### src/rtl/fwd_hazard_unit.sv
// EX-stage forwarding selects plus a per-register latency scoreboard that stalls ID.
// Optional stall-cycle performance counter: define HZ_PERF_CNT_EN.
module fwd_hazard_unit #(
  parameter int RIDX_W  = 5,
  parameter int NSRC    = 2,
  parameter int MAX_LAT = 4,
  parameter int LAT_W   = $clog2(MAX_LAT + 1)
) (
  input  logic                   clk,
  input  logic                   rst_n,
  input  logic                   id_valid,
  input  logic [NSRC*RIDX_W-1:0] id_src,
  input  logic [NSRC-1:0]        id_src_used,
  input  logic [RIDX_W-1:0]      id_dest,
  input  logic                   id_wen,
  input  logic [LAT_W-1:0]       id_lat,
  input  logic                   flush,
  input  logic [NSRC*RIDX_W-1:0] ex_src,
  input  logic [RIDX_W-1:0]      ex_mem_dest,
  input  logic                   ex_mem_wen,
  input  logic [RIDX_W-1:0]      mem_wb_dest,
  input  logic                   mem_wb_wen,
`ifdef HZ_PERF_CNT_EN
  input  logic                   perf_clr,
  output logic [31:0]            stall_cycles,
`endif
  output logic                   stall,
  output logic [2*NSRC-1:0]      fwd_sel
);

  localparam int NREG = 2 ** RIDX_W;

  typedef enum logic [1:0] {
    FWD_RF  = 2'b00,
    FWD_WB  = 2'b01,
    FWD_MEM = 2'b10
  } fwd_sel_e;

  // EX/MEM holds the younger value, so it wins over MEM/WB.
  function automatic fwd_sel_e resolve_fwd(input logic [RIDX_W-1:0] s);
    if (s == '0)                                return FWD_RF;
    else if (ex_mem_wen && (ex_mem_dest == s))  return FWD_MEM;
    else if (mem_wb_wen && (mem_wb_dest == s))  return FWD_WB;
    else                                        return FWD_RF;
  endfunction

  logic [LAT_W-1:0] cnt_q [NREG];
  logic [LAT_W-1:0] cnt_d [NREG];
  logic [LAT_W-1:0] lat_clamped;
  logic             hazard;
  logic             issue;
  logic             alloc;

  // ---------------------------------------------------------------------------
  // Forwarding: each operand resolves on its own.
  // ---------------------------------------------------------------------------
  always_comb begin
    // NOTE: every always_comb output gets a default first so no path leaves it
    // unassigned; a missing default would infer a latch.
    fwd_sel = '0;
    for (int k = 0; k < NSRC; k++) begin
      fwd_sel[2*k +: 2] = rst_n ? resolve_fwd(ex_src[k*RIDX_W +: RIDX_W]) : FWD_RF;
    end
  end

  // ---------------------------------------------------------------------------
  // Stall: a counter of 1 means the producer reaches a forwarding path in time.
  // ---------------------------------------------------------------------------
  always_comb begin
    logic [RIDX_W-1:0] src_k;
    hazard = 1'b0;
    src_k  = '0;
    for (int k = 0; k < NSRC; k++) begin
      src_k = id_src[k*RIDX_W +: RIDX_W];
      if (id_src_used[k] && (src_k != '0) && (cnt_q[src_k] > LAT_W'(1))) begin
        hazard = 1'b1;
      end
    end
  end

  assign stall       = rst_n && id_valid && !flush && hazard;
  assign issue       = id_valid && !stall && !flush;
  assign alloc       = issue && id_wen && (id_lat != '0) && (id_dest != '0);
  assign lat_clamped = (id_lat > LAT_W'(MAX_LAT)) ? LAT_W'(MAX_LAT) : id_lat;

  // ---------------------------------------------------------------------------
  // Scoreboard next state: a new issue overrides the running countdown.
  // ---------------------------------------------------------------------------
  always_comb begin
    for (int r = 0; r < NREG; r++) begin
      cnt_d[r] = cnt_q[r];
      if (r == 0) begin
        cnt_d[r] = '0;
      end else if (alloc && (id_dest == RIDX_W'(r))) begin
        cnt_d[r] = lat_clamped;
      end else if (cnt_q[r] != '0) begin
        cnt_d[r] = cnt_q[r] - LAT_W'(1);
      end
    end
  end

  always_ff @(posedge clk or negedge rst_n) begin
    if (!rst_n) begin
      // NOTE: this register array is reset because stall is decoded from it;
      // stale counters after reset would hold the pipeline for no reason.
      for (int r = 0; r < NREG; r++) begin
        cnt_q[r] <= '0;
      end
    end else begin
      // NOTE: sequential state uses non-blocking assignments so every counter
      // updates from the same pre-edge values.
      for (int r = 0; r < NREG; r++) begin
        cnt_q[r] <= cnt_d[r];
      end
    end
  end

`ifdef HZ_PERF_CNT_EN
  logic [31:0] stall_cycles_q;
  logic [31:0] stall_cycles_d;

  // Clear wins over increment; the count saturates instead of wrapping.
  always_comb begin
    stall_cycles_d = stall_cycles_q;
    if (perf_clr) begin
      stall_cycles_d = '0;
    end else if (stall && (stall_cycles_q != '1)) begin
      stall_cycles_d = stall_cycles_q + 32'd1;
    end
  end

  always_ff @(posedge clk or negedge rst_n) begin
    if (!rst_n) begin
      stall_cycles_q <= '0;
    end else begin
      stall_cycles_q <= stall_cycles_d;
    end
  end

  assign stall_cycles = stall_cycles_q;
`endif

endmodule

### config.mk
export PLATFORM = sky130hd
export DESIGN_NAME = fwd_hazard_unit
export DESIGN_NICKNAME = d
export VERILOG_FILES = /design/src/rtl/fwd_hazard_unit.sv
export SDC_FILE = /design/constraint.sdc
export NUM_CORES = 1
export LEC_CHECK = 0
export BUFFER_PORTS_ARGS = -buffer_cell sky130_fd_sc_hd__buf_2
export CORE_ASPECT_RATIO = 1.2
export CORE_MARGIN = 5
export CORE_UTILIZATION = 25
export DETAILED_ROUTE_END_ITERATION = 8
export HOLD_SLACK_MARGIN = 0.03
export PLACE_DENSITY = 0.48
export SYNTH_ARGS = -nofsm -noshare
export SYNTH_HDL_FRONTEND = slang
export SYNTH_SLANG_ARGS = --single-unit
### constraint.sdc
create_clock -name clk -period 7.2 [get_ports clk]
set_input_delay 1.08 -clock clk [delete_from_list [all_inputs] [get_ports clk]]
set_output_delay 1.08 -clock clk [all_outputs]
set_load 0.005 [all_outputs]
==> qor.txt <==
VDD IR max = 132 uV
Crit path required time = 6.12 ns
Sw Ratio = 38.0%
Top Ports = 52
Simple-Gate Fraction of Synth Area = 21.2%
Synth top area share = 31.5%
routability cong. = 0.809
hpwl dp = 13300 um
Crit path buffers/inverters = 4
reg2reg setup slack = 4.04 ns
Worst setup EP type = output pin
max FFs per register = 93
# port buffers = 51
Crit path max-delay family = buffers and inverters
r2r endpoint = cnt_q[41]
reg2reg start = cnt_q[26]
Net Sw Power = 0.00119 W
placed insts = 1155
Static Leakage = 4.18 nW
WP depth = 9
Num CTS Buffers = 9
multiplexer share of the synthesized area = 19.5%
Post-CTS Hold Buffers = 0
PD cells = 372 nW/um^2
CTS sink count = 93
Die ar. = 33100 sq um
vias per cell = 4.54
Routed Antenna Nets = 0
clock skew = 0.0114 ns
largest net degree at the start of global routing = 56
CTS resizes = 0
maxcap violations = 0
number of H-tree levels = 3
worst r2r path cells = 9
crit path to = stall
internal power = 0.00194 W
Gate power share = 48.1%
largest family of logic cells by synthesized area = simple AND/OR/NAND/NOR gates
Most flops, register = cnt_q
Routed WL per cell = 15.2 um
ys flop type = dfrtp_1
crit-path cells = buf_2, nand2b_1, or3_1, a41oi_1, o311ai_1, a32oi_4, buf_4, inv_4, buf_2
CP peak stage delay = 0.52 ns
Post-Syn Area = 7390 sq um
Routed WL = 17800 um
Max Freq = 0.220 GHz
Synth area leader = dfrtp_1
num rows = 69
total gr overflow = 0
kind of critical path = input port to output pin
synth unique cells = 56
async set-reset flop share out of synthesis = 100%
area of the core = 29400 sq um
drt first pass iters = 4
Worst-Margin Slew = 0.785 ns
min cycle time layout = 4.54 ns
Sequential Power Share = 33.9%
Final Non-Filler Cells = 1171
Initial Utilization = 25.1%
critical path data arrival time = 3.46 ns
Ys Warns = 0
sequential fraction of the synthesis area = 31.5%
status = completed
root buffer cell = clkbuf_16
drt drc = 0
vias in the first global route = 5438
Final Hold Fails = 0
die height = 198 um
total setup buffers inserted after CTS = 0
Post-Syn Area per Cell = 10.1 sq um
relative slew slack = 47.7%
final setup fails = 0
Setup crit start kind = input port
Setup TNS Final = 0 ns
Slowest cell on crit path = buf_4
vias = 5322
top cells by area, synth = dfrtp_1 31%, ha_1 10%, mux2i_1 8.8%
Tcrit/Tclk final = 63.1%
synthesized netlist cell count = 734
global-route wire length before repair = 29000 um
initial antenna violation count = 1
nets@finish = 885
Synth Area in Compound Gates = 6.25%
Top Registers = cnt_q: 93 flops
worst skew pair latency = 0.35 ns
most used cell, CP = buf_2
post-synthesis adder-cell area fraction = 10.5%
die width = 167 um
RSZ-0062 raised after global routing = false
type of the worst min-delay path = flip-flop to flip-flop
TritonCTS clock tree = built
worst setup path startpoint = id_src[0]
layout cells sized above 1 = 18.4%
Synth Register Bits = 93
DRT iter0 DRCs = 226
Clock Power Share = 18.0%
clock transition at the registers of the reported paths = 0.07 ns
GRT Overall Usage = 11.1%
# diodes = 0
Max FO, Critical Path = 27
XOR/XNOR Fraction of Synth Area = 6.05%
Mapped Nets = 843
area grow syn2layout = 13.6%
Post-synth EDFFs = 0
final max-slew violation count = 0
Clock Tree Buf Depth = 2
[worst min-delay path, stage by stage, from the launching register on]
cell and delay [ns]:
dfrtp_1 0.36, xnor2_1 0.12, mux2i_1 0.06
[synth_stat cells, types with 8 or more instances]
cell type / instances
buf_2: 9
clkbuf_1: 14
dfrtp_1: 93
ha_1: 62
inv_1: 63
mux2_1: 25
mux2_2: 29
mux2i_1: 65
nand2_1: 37
nand2b_1: 47
nand4_1: 8
nand4_4: 9
nand4b_4: 10
nor2_1: 66
nor2_2: 9
nor3_1: 19
o21ai_0: 33
xnor2_1: 43
xor2_1: 8
[per-stage QoR]
stage | worst slack (ns) | util, % | area [sq um] | hold WS (ns) | power, W
2_1_floorplan | 3.58 | - | 7390 | 0.545 | 0.00225
3_3_place_gp | 2.70 | 27.3 | 8050 | 0.562 | 0.00255
3_5_place_dp | 2.67 | 27.3 | 8050 | 0.564 | 0.00259
4_1_cts | 2.67 | 28.5 | 8390 | 0.583 | 0.00318
5_1_grt | 2.55 | 28.5 | 8390 | 0.605 | 0.00347
6_report | 2.66 | 28.5 | 8390 | 0.574 | 0.00312
[how the worst min path moves through the flow]
stage	cells past startpoint	end	slack (ns)	startpoint
detailed placement	2	cnt_q[42]	0.56	cnt_q[42]
floorplan	2	cnt_q[15]	0.54	cnt_q[15]
CTS	2	cnt_q[42]	0.58	cnt_q[42]
global placement	2	cnt_q[30]	0.56	cnt_q[30]
finish	2	cnt_q[0]	0.57	cnt_q[0]
global route	2	cnt_q[45]	0.60	cnt_q[45]
[cell usage in the layout (no fill, tap or decap), types with 4 or more instances in the layout]
| master | n |
|---|---|
| nor3_1 | 19 |
| nor2_1 | 66 |
| xnor2_1 | 43 |
| buf_2 | 50 |
| nand4_1 | 8 |
| mux2_4 | 6 |
| inv_1 | 63 |
| nor4_1 | 7 |
| nand2_1 | 37 |
| mux2_1 | 25 |
| a211oi_1 | 7 |
| mux2i_1 | 65 |
| nand4_4 | 9 |
| o22ai_1 | 4 |
| buf_4 | 6 |
| xor2_1 | 8 |
| nor2_2 | 9 |
| nand3_1 | 6 |
| mux4_2 | 4 |
| clkbuf_16 | 9 |
| dfrtp_1 | 93 |
| o21ai_0 | 33 |
| nor2b_1 | 7 |
| nand2b_1 | 47 |
| ha_1 | 62 |
| mux2_2 | 29 |
| nand4b_4 | 10 |
| and3_1 | 4 |
[cell families (layout without fill, tap and decap cells)]
kind of cell / Yosys count / after routing
adder cells (fa/ha/maj): 62 / 62
AND/OR/NAND/NOR: 243 / 243
flip-flops: 93 / 93
multiplexers: 129 / 129
buffers and inverters: 89 / 136
AO/OA/AOI/OAI: 67 / 67
XOR/XNOR: 51 / 51
[power groups by stage]
stage / clock network [W] / registers [W] / logic, W
after floorplan: 0 / 0.000998 / 0.00125
after global placement: 0 / 0.00107 / 0.00148
after detailed placement: 0 / 0.00107 / 0.00152
after CTS: 0.000584 / 0.00106 / 0.00153
after global routing: 0.000603 / 0.00110 / 0.00176
final: 0.000562 / 0.00106 / 0.00150
[layer usage]
layer,track usage [%],up-vias,wire (um)
met5,0,-,20
met4,3.64,2,299
met3,1.58,18,604
met2,19.9,90,9000
met1,13.6,2579,7830
li1,-,2633,-
[layout make-up]
class                           instances  area (sq um)
Fill cell                            3116         21000
Multi-Input combinational cell        552          4690
Sequential cell                        93          2330
Tap cell                              390           488
Timing Repair Buffer                   56           295
Inverter                               64           243
Clock buffer                            9           225
Clock inverter                          7           120
No activity file was read; power rests on OpenSTA's default activity.
